### src/rtl/conv_pool_engine.sv
// Streaming 3x3 valid-padding convolution with shift/ReLU/saturation and an
// optional 2x2 stride-2 max pool. It consumes one raster-order frame per start.
module conv_pool_engine #(
  parameter int DATA_WIDTH = 8,
  parameter int IMG_W      = 28,
  parameter int IMG_H      = 28,
  parameter int ACC_WIDTH  = 32,
  parameter int OUT_WIDTH  = 8
) (
  input  logic                  clk_i,
  input  logic                  rst_i,
  input  logic                  start_i,
  input  logic                  relu_en_i,
  input  logic                  pool_en_i,
  input  logic [4:0]            shift_i,
  input  logic                  wgt_we_i,
  input  logic [3:0]            wgt_addr_i,
  input  logic [DATA_WIDTH-1:0] wgt_data_i,
  input  logic                  in_valid_i,
  input  logic [DATA_WIDTH-1:0] in_data_i,
  output logic                  in_ready_o,
  output logic                  out_valid_o,
  output logic [OUT_WIDTH-1:0]  out_data_o,
  output logic                  out_last_o,
  input  logic                  out_ready_i,
  output logic                  busy_o,
  output logic                  done_o,
  output logic [1:0]            state_o
);

  localparam int CW   = $clog2(IMG_W);
  localparam int RW   = $clog2(IMG_H);
  localparam int PW   = (IMG_W - 2) / 2;
  localparam int PH   = (IMG_H - 2) / 2;
  localparam int PW_N = (PW > 0) ? PW : 1;
  localparam int PIW  = (PW_N > 1) ? $clog2(PW_N) : 1;

  localparam logic signed [ACC_WIDTH-1:0] SAT_MAX =
    {{(ACC_WIDTH-OUT_WIDTH+1){1'b0}}, {(OUT_WIDTH-1){1'b1}}};
  localparam logic signed [ACC_WIDTH-1:0] SAT_MIN =
    {{(ACC_WIDTH-OUT_WIDTH+1){1'b1}}, {(OUT_WIDTH-1){1'b0}}};

  typedef enum logic [1:0] {
    S_IDLE  = 2'd0,
    S_RUN   = 2'd1,
    S_DRAIN = 2'd2,
    S_DONE  = 2'd3
  } state_t;

  state_t state_q, state_d;

  logic signed [DATA_WIDTH-1:0] wgt_q [9];
  logic [DATA_WIDTH-1:0]        line1_q [IMG_W];
  logic [DATA_WIDTH-1:0]        line2_q [IMG_W];
  logic [DATA_WIDTH-1:0]        win_q [3][2];
  logic signed [OUT_WIDTH-1:0]  pbuf_q [PW_N];
  logic signed [OUT_WIDTH-1:0]  hmax_q;
  logic [CW-1:0]                col_q;
  logic [RW-1:0]                row_q;
  logic                         relu_q, pool_q;
  logic [4:0]                   shift_q;

  logic                         out_valid_q, out_last_q;
  logic [OUT_WIDTH-1:0]         out_data_q;

  logic                         out_free, pix_xfer, start_acc, last_pix;
  logic [DATA_WIDTH-1:0]        new_col [3];
  logic [DATA_WIDTH-1:0]        win_pix [3][3];
  logic signed [ACC_WIDTH-1:0]  acc, w_ext, p_ext, shifted;
  logic signed [OUT_WIDTH-1:0]  res, pair_max, pool_val, out_sel;
  logic                         win_ok, emit, is_last;
  logic [CW-2:0]                col_half;
  logic [PIW-1:0]               pidx;

  // Valid/ready: a beat moves on a rising edge where valid and ready are both
  // high; a producer holding valid keeps its data stable until that edge, and
  // a pixel is only consumed when the output register can take its result.
  assign out_free   = !out_valid_q || out_ready_i;
  assign in_ready_o = (state_q == S_RUN) && out_free;
  assign pix_xfer   = in_valid_i && in_ready_o;
  assign start_acc  = (state_q == S_IDLE) && start_i;
  assign last_pix   = pix_xfer && (row_q == RW'(IMG_H - 1)) && (col_q == CW'(IMG_W - 1));

  assign out_valid_o = out_valid_q;
  assign out_data_o  = out_data_q;
  assign out_last_o  = out_last_q;
  assign busy_o      = (state_q != S_IDLE);
  assign done_o      = (state_q == S_DONE);
  assign state_o     = state_q;

  always_ff @(posedge clk_i) begin
    if (rst_i) state_q <= S_IDLE;
    else       state_q <= state_d;
  end

  always_comb begin
    state_d = state_q;
    case (state_q)
      S_IDLE:  if (start_i)  state_d = S_RUN;
      S_RUN:   if (last_pix) state_d = S_DRAIN;
      S_DRAIN: if (out_free) state_d = S_DONE;
      S_DONE:  state_d = S_IDLE;
      default: state_d = S_IDLE;
    endcase
  end

  // Window columns c-2, c-1 come from registers; column c is the incoming
  // pixel stacked under the two line-buffer entries for this column.
  always_comb begin
    new_col[0] = line2_q[col_q];
    new_col[1] = line1_q[col_q];
    new_col[2] = in_data_i;
    for (int i = 0; i < 3; i++) begin
      win_pix[i][0] = win_q[i][0];
      win_pix[i][1] = win_q[i][1];
      win_pix[i][2] = new_col[i];
    end
  end

  always_comb begin
    acc   = '0;
    w_ext = '0;
    p_ext = '0;
    for (int i = 0; i < 3; i++) begin
      for (int j = 0; j < 3; j++) begin
        w_ext = {{(ACC_WIDTH-DATA_WIDTH){wgt_q[3*i+j][DATA_WIDTH-1]}}, wgt_q[3*i+j]};
        p_ext = {{(ACC_WIDTH-DATA_WIDTH){1'b0}}, win_pix[i][j]};
        acc   = acc + w_ext * p_ext;
      end
    end
  end

  always_comb begin
    shifted = acc >>> shift_q;
    if (relu_q && shifted[ACC_WIDTH-1]) shifted = '0;
    if (shifted > SAT_MAX)      res = SAT_MAX[OUT_WIDTH-1:0];
    else if (shifted < SAT_MIN) res = SAT_MIN[OUT_WIDTH-1:0];
    else                        res = shifted[OUT_WIDTH-1:0];
  end

  // Conv row/col parity equals pixel row/col parity since both are offset by 2.
  always_comb begin
    win_ok   = (row_q >= RW'(2)) && (col_q >= CW'(2));
    col_half = col_q[CW-1:1];
    pidx     = PIW'(col_half - (CW-1)'(1));
    pair_max = (hmax_q > res) ? hmax_q : res;
    pool_val = (pbuf_q[pidx] > pair_max) ? pbuf_q[pidx] : pair_max;
    emit     = win_ok && (!pool_q || (row_q[0] && col_q[0]));
    out_sel  = pool_q ? pool_val : res;
    if (pool_q)
      is_last = (row_q == RW'(2*PH + 1)) && (col_q == CW'(2*PW + 1));
    else
      is_last = (row_q == RW'(IMG_H - 1)) && (col_q == CW'(IMG_W - 1));
  end

  always_ff @(posedge clk_i) begin
    if (rst_i) begin
      for (int k = 0; k < 9; k++) wgt_q[k] <= '0;
    end else if ((state_q == S_IDLE) && wgt_we_i && (wgt_addr_i <= 4'd8)) begin
      wgt_q[wgt_addr_i] <= wgt_data_i;
    end
  end

  always_ff @(posedge clk_i) begin
    if (rst_i) begin
      relu_q  <= 1'b0;
      pool_q  <= 1'b0;
      shift_q <= '0;
    end else if (start_acc) begin
      relu_q  <= relu_en_i;
      pool_q  <= pool_en_i;
      shift_q <= shift_i;
    end
  end

  always_ff @(posedge clk_i) begin
    if (rst_i || start_acc) begin
      col_q  <= '0;
      row_q  <= '0;
      hmax_q <= '0;
      for (int c = 0; c < IMG_W; c++) begin
        line1_q[c] <= '0;
        line2_q[c] <= '0;
      end
      for (int i = 0; i < 3; i++) begin
        win_q[i][0] <= '0;
        win_q[i][1] <= '0;
      end
      for (int p = 0; p < PW_N; p++) pbuf_q[p] <= '0;
    end else if (pix_xfer) begin
      if (col_q == CW'(IMG_W - 1)) begin
        col_q <= '0;
        row_q <= row_q + RW'(1);
      end else begin
        col_q <= col_q + CW'(1);
      end
      line2_q[col_q] <= line1_q[col_q];
      line1_q[col_q] <= in_data_i;
      for (int i = 0; i < 3; i++) begin
        win_q[i][0] <= win_q[i][1];
        win_q[i][1] <= new_col[i];
      end
      // Even conv col opens a horizontal pair; odd col closes it, and on an
      // even conv row the pair max waits in the pool buffer for the next row.
      if (win_ok && pool_q) begin
        if (!col_q[0])     hmax_q       <= res;
        else if (!row_q[0]) pbuf_q[pidx] <= pair_max;
      end
    end
  end

  always_ff @(posedge clk_i) begin
    if (rst_i) begin
      out_valid_q <= 1'b0;
      out_last_q  <= 1'b0;
      out_data_q  <= '0;
    end else if (pix_xfer && emit) begin
      out_valid_q <= 1'b1;
      out_last_q  <= is_last;
      out_data_q  <= out_sel;
    end else if (out_ready_i) begin
      out_valid_q <= 1'b0;
      out_last_q  <= 1'b0;
    end
  end

endmodule

### config.mk
export PLATFORM = sky130hd
export DESIGN_NAME = conv_pool_engine
export DESIGN_NICKNAME = d
export VERILOG_FILES = /design/src/rtl/conv_pool_engine.sv
export SDC_FILE = /design/constraint.sdc
export NUM_CORES = 2
export LEC_CHECK = 0
export BUFFER_PORTS_ARGS = -buffer_cell sky130_fd_sc_hd__buf_2
export CAP_MARGIN = 20
export CELL_PAD_IN_SITES_DETAIL_PLACEMENT = 0
export CELL_PAD_IN_SITES_GLOBAL_PLACEMENT = 1
export CORE_ASPECT_RATIO = 0.9
export CORE_MARGIN = 1
export CORE_UTILIZATION = 58
export DETAILED_ROUTE_END_ITERATION = 10
export GPL_TIMING_DRIVEN = 0
export PLACE_DENSITY = 0.87
export SYNTH_ARGS = -nofsm -noshare
export SYNTH_HDL_FRONTEND = slang
export SYNTH_SLANG_ARGS = --single-unit
### constraint.sdc
create_clock -name clk_i -period 29 [get_ports clk_i]
set_input_delay 5.8 -clock clk_i [delete_from_list [all_inputs] [get_ports clk_i]]
set_output_delay 5.8 -clock clk_i [all_outputs]
set_load 0.005 [all_outputs]
==> After elaboration in Yosys (flattened, before gate mapping) <==
Memories as Yosys holds them, arrays and structs flattened. A register that Yosys moved wholly into a read port is not among the register bits.
Index checks and enable logic that the tools add are counted.
{ "word_totals": {"reg_bits": 37, "ramBits": 672, "in_bits": 33, "output_inout_bits": 15, "wordCells": 139, "n_memories": 5} }
{ "op_classes": {"addsub": 11, "mul": 9, "order_cmp": 7, "eq_ne": 8, "shifts": 1, "muxes": 52, "bitwise_logic": 7, "reduce_logical": 29} }
{ "mem_list": {"columns": ["memory", "words", "width", "rd", "rd_clocked_by_memory_dff", "wr", "line_no", "rtl"], "rows": [
  ["line1_q", 28, 8, 1, 1, 28, "53", "logic [DATA_WIDTH-1:0] line1_q [IMG_W];"],
  ["line2_q", 28, 8, 1, 1, 28, "54", "logic [DATA_WIDTH-1:0] line2_q [IMG_W];"],
  ["pbuf_q", 13, 8, 1, 0, 13, "56", "logic signed [OUT_WIDTH-1:0] pbuf_q [PW_N];"],
  ["wgt_q", 9, 8, 9, 0, 9, "52", "logic signed [DATA_WIDTH-1:0] wgt_q [9];"],
  ["win_q", 3, 16, 3, 0, 3, "55", "logic [DATA_WIDTH-1:0] win_q [3][2];"]
]} }
{ "op_table": {"columns": ["operator", "count"], "rows": [
  ["8-bit by 9-bit multiplier with 17-bit output", 9],
  ["8-bit 2-to-1 mux", 15],
  ["5-bit 2-to-1 mux", 7],
  ["32-bit by 8-bit greater-than comparator with 1-bit output (second input constant)", 1],
  ["32-bit by 8-bit < comparator with 1-bit output (second input constant)", 1],
  ["32-bit 2-to-1 mux", 1],
  ["8-bit OR reduction", 4],
  ["25-bit by 5-bit >>> shifter with 32-bit output", 1],
  ["24-bit by 17-bit adder with 25-bit output", 1],
  ["23-bit by 17-bit adder with 24-bit output", 1],
  ["22-bit by 17-bit adder with 23-bit output", 1],
  ["1-bit 2-to-1 mux", 23],
  ["21-bit by 17-bit adder with 22-bit output", 1],
  ["20-bit by 17-bit adder with 21-bit output", 1],
  ["19-bit by 17-bit adder with 20-bit output", 1],
  ["18-bit by 17-bit adder with 19-bit output", 1],
  ["17-bit by 17-bit adder with 18-bit output", 1],
  ["8-bit greater-than comparator", 2],
  ["1-bit logical AND", 14],
  ["5-bit by 1-bit adder with 5-bit output (second input constant)", 2],
  ["5-bit == test (second input constant)", 2],
  ["5-bit by 2-bit greater-or-equal comparator with 1-bit output (second input constant)", 2],
  ["4-bit 2-to-1 mux", 2],
  ["2-bit one-hot mux with 4 select lines", 1],
  ["14 further kinds", 29]
]} }

==> Longest topological paths before layout <==
An unclocked memory read counts as a cell.
{ "logic_depth": {"depth_word": 21, "depth_mapped": 64, "mapped_depth_nobuf": 58} }

==> Worst setup path before layout <==
OpenSTA, ideal clock, no wires.
{ "synth_path": {"kind": "input port to flip-flop", "start": "input port in_data_i[3]", "end": "register out_data_q[1] (netlist: out_data_o[1])", "setup_time_ns": 0.132, "arrival_time_ns": 18.683, "t_required_ns": 28.868, "path_slack_ns": 10.185, "path_stages": 54, "path_buffers": 4, "cell_sequence": "clkbuf_1 > nand2_1 > fa_1 > inv_1 > ha_1 > fa_1 > fa_1 > inv_1 > fa_1 > inv_1 > fa_1 > fa_1 > fa_1 > inv_1 > fa_1 > inv_1 > fa_1 > fa_1 > [18 not listed] > o21a_1 > o21ai_0 > a31oi_1 > buf_1 > a211oi_4 > or2_2 > ha_1 > nor2b_1 > o21a_1 > o21a_1 > o21a_1 > o21a_1 > o21ai_0 > a21oi_1 > nor2_1 > mux2_2 > a2111oi_0 > nor4_1"} }
{ "synth_via": {"elab_chain_len": 13, "elab_cells_between_ends": 14, "classes_between": "1 x add/sub; 1 x mul; 4 x order compare; 1 x shift; 6 x mux; 1 x reduce/logical"} }
{ "synth_lines": {"columns": ["element", "line_no", "rtl"], "rows": [
  ["from (decl)", "20", "input logic [DATA_WIDTH-1:0] in_data_i,"],
  ["8-bit by 9-bit multiplier with 17-bit output *", "128", "acc = acc + w_ext * p_ext;"],
  ["24-bit by 17-bit adder with 25-bit output *", "128", null],
  ["25-bit by 5-bit >>> shifter with 32-bit output *", "134", "shifted = acc >>> shift_q;"],
  ["1-bit logical AND", "135", "if (relu_q && shifted[ACC_WIDTH-1]) shifted = '0;"],
  ["32-bit 2-to-1 mux *", "135", null],
  ["32-bit by 8-bit < comparator with 1-bit output", "137", "else if (shifted < SAT_MIN) res = SAT_MIN[OUT_WIDTH-1:0];"],
  ["8-bit 2-to-1 mux", "137", null],
  ["8-bit 2-to-1 mux *", "136", "if (shifted > SAT_MAX) res = SAT_MAX[OUT_WIDTH-1:0];"],
  ["8-bit greater-than comparator", "146", "pair_max = (hmax_q > res) ? hmax_q : res;"],
  ["8-bit 2-to-1 mux", "146", null],
  ["8-bit greater-than comparator", "147", "pool_val = (pbuf_q[pidx] > pair_max) ? pbuf_q[pidx] : pair_max;"],
  ["8-bit 2-to-1 mux", "147", null],
  ["8-bit 2-to-1 mux *", "149", "out_sel = pool_q ? pool_val : res;"],
  ["to (signal assigned)", "220", "out_data_q <= out_sel;"],
  ["to (decl)", "64", "logic [OUT_WIDTH-1:0] out_data_q;"]
]} }
Every way passes the cells marked *; elsewhere a longest branch is shown, timed or not.
A chain may end at the register's enable or synchronous reset.

==> Final worst setup path <==
{ "layout_path": {"start": "input port in_data_i[5]", "end": "register out_data_q[1] (netlist: out_data_o[1])"} }
The elaborated chain is that of the path after synthesis.

==> impl_metrics.toml <==
[outcome]
status = "completed"

[logic_synthesis]
ys_seq_elements = 802
yosysTopAreaCell = "edfxtp_1"
synth_edf_count = 760
ys_types = 96
ys.flop_type = "edfxtp_1"
synth_most_common_cell = "edfxtp_1"
synthesis.nets = 5791
yosysWarnings = 0
avgSynthCellArea_um2 = 12.18
netlist_instances = 4845
async_flop_share_pct = 0
syn_area_um2 = 59010
synth_common_cells = "edfxtp_1 (760), inv_1 (640), fa_1 (579)"
synthDominantCellAreaShare_pct = 38.68
synth_area_leaders = "edfxtp_1 (39%), fa_1 (20%), mux4_2 (7.9%)"
yosysSeqAreaShare_pct = 40.10

[timing]
final-hold-violation-count = 0
slew_violations = 0
hold-worst-slack_ps = 502.4
timing.final.crit_period_ps = 21370
setup_viol = 0
max_freq_mhz = 46.79
tightest_slew_ps = 1143
tns_ps = 0
relSlewSlack_pct = 23.22
skew_ps = 29.03
grt_setup_unrepaired = "no"
min_period_over_period_pct = 73.69

[floorplan]
start_util_pct = 58.73
core_area_um2 = 100500
die_w_um = 338.2
die-height_um = 304.6
io_pins = 48
rows = 110
die-area_um2 = 103000

[clock_network]
cts_root_buf = "clkbuf_16"
clkTransAtPathRegs_ps = 60
clockBufferDepth = 3
cts_sinks = 802
clk_latency_ps = 680
cts_resized = 0
cts_made_buffers = 87
htreeDepth = 3
cts_tree = "yes"
cts_setup_buffers = 0
cts-hold-fix-buffers = 0

[detailed_routing]
topRoutingLayerUsed = "met5"
drt_iter0_markers = 4290
wl_per_cell_um = 26.81
drt_pre_antenna_iters = 5
drt-total-wl_um = 172600
drc_errors = 0
vias_per_cell = 6.183
wl_met1_um = 67770
antenna_left = 0
route.met2.wl_um = 78510
vias = 39796
met3_length_um = 19230

[worst_hold_path]
worstHoldPathType = "reg2reg"

[setup_path]
end_kind = "flop"
start_kind = "input pin"
cp_data_required_time_ps = 29480
cp_max_fo = 10
arrival_ps = 21850
critPathMaxStageDelay_ps = 780
criticalPathCategory = "in2reg"
cp_common_cell = "fa_1"
slowest_stage = "clkbuf_1"

[final_layout]
area_growth_pct = 8.919
nets = 5965
fill_cells = 7815
post_route_cells_drive_above_1_share_pct = 10.18

[place]
io_buffers = 45
routabilityCongestion = 0.9456
dp_hpwl_um = 133200

[grt]
first_global_vias = 40645
grt_max_degree = 49
antenna_found_initial = 6
track_usage_pct = 34.11
grt_pass1_wl_um = 258500
global_route.overflow_total = 0

[flow_run]
maxCapViolCount = 0
[cell usage in the layout (no fill, tap or decap), drive strengths merged, types with 32 or more instances in the layout]
cell type  count
and3         131
clkinv        37
nand3         46
a21oi         67
fa           579
mux4         208
buf          130
inv          643
o21ai         56
mux2i         32
clkbuf       271
nand2        280
ha           334
dfxtp         42
nor3         112
nor2         436
nor2b        118
edfxtp       760
and2         488
[critical path: cells and delay by family]
kind | cells | cell delay [ps]
fa+ha+maj | 13 | 5800
compound gates | 21 | 5030
simple gates | 10 | 2660
buf+inv | 10 | 2120
mux | 1 | 390
[stage by stage]
stage                     setup slack, ps  std cells  util, %  area, um2
after CTS                            7933       6423    63.87      64180
after detailed placement             7290       6266    61.07      61360
after global placement               7166       6234    60.63      60910
after global routing                 7098       6431    63.95      64260
final                                7629       6436    63.97      64270
after floorplan                     10190       4845        -      59010
[worst paths after layout]
check                           cells past startpoint       endpoint          start  slack [ps]
worst max-delay path                               55  out_data_o[1]   in_data_i[5]        7630
worst max register to register                     59  out_data_o[1]           flop        9480
worst min-delay path                                2  out_data_o[7]  out_data_o[7]         500
worst min register to register                      2  out_data_o[7]  out_data_o[7]         500
[logic make-up after synthesis]
| group | count (synthesis) | share of synthesized area, % |
|---|---|---|
| compound gates | 295 | 3.751 |
| simple gates | 1721 | 15.03 |
| buf+inv | 850 | 5.515 |
| flops | 802 | 40.10 |
| mux | 243 | 8.560 |
| xor+xnor | 21 | 0.3117 |
| fa+ha+maj | 913 | 26.73 |
[state kept, by name (all words and copies together) (netlist names), named ones only]
signal,flops
line1_q,256
line2_q,256
pbuf_q,128
wgt_q,72
win_q,48
hmax_q,8
out_data_o,8
col_q,5
row_q,5
shift_q,5
state_o,2
out_last_o,1
out_valid_o,1
pool_q,1
relu_q,1
[per-layer routing]
metal  up-vias  track usage, %
met5         -               0
met4         6           12.58
met3       389           8.265
met2      2316           52.48
met1     20231           47.38
li1      16854               -
[cell type report]
cell class / instances / area, um2 / share of cell area (%)
tap: 1344 / 1682 / 2.617
inverter: 644 / 2417 / 3.761
clock inverter: 46 / 509.2 / 0.7924
timing repair buffer: 85 / 691.9 / 1.077
sequential: 802 / 23660 / 36.82
clock buffer: 111 / 2310 / 3.594
antenna: 5 / 12.51 / 0.01947
buffer: 206 / 837.1 / 1.302
multi-input combinational: 3193 / 32150 / 50.02
Power is left out: the tool's default activity adds up to more than one toggle a clock period on the data nets, which glitch-free logic cannot reach.
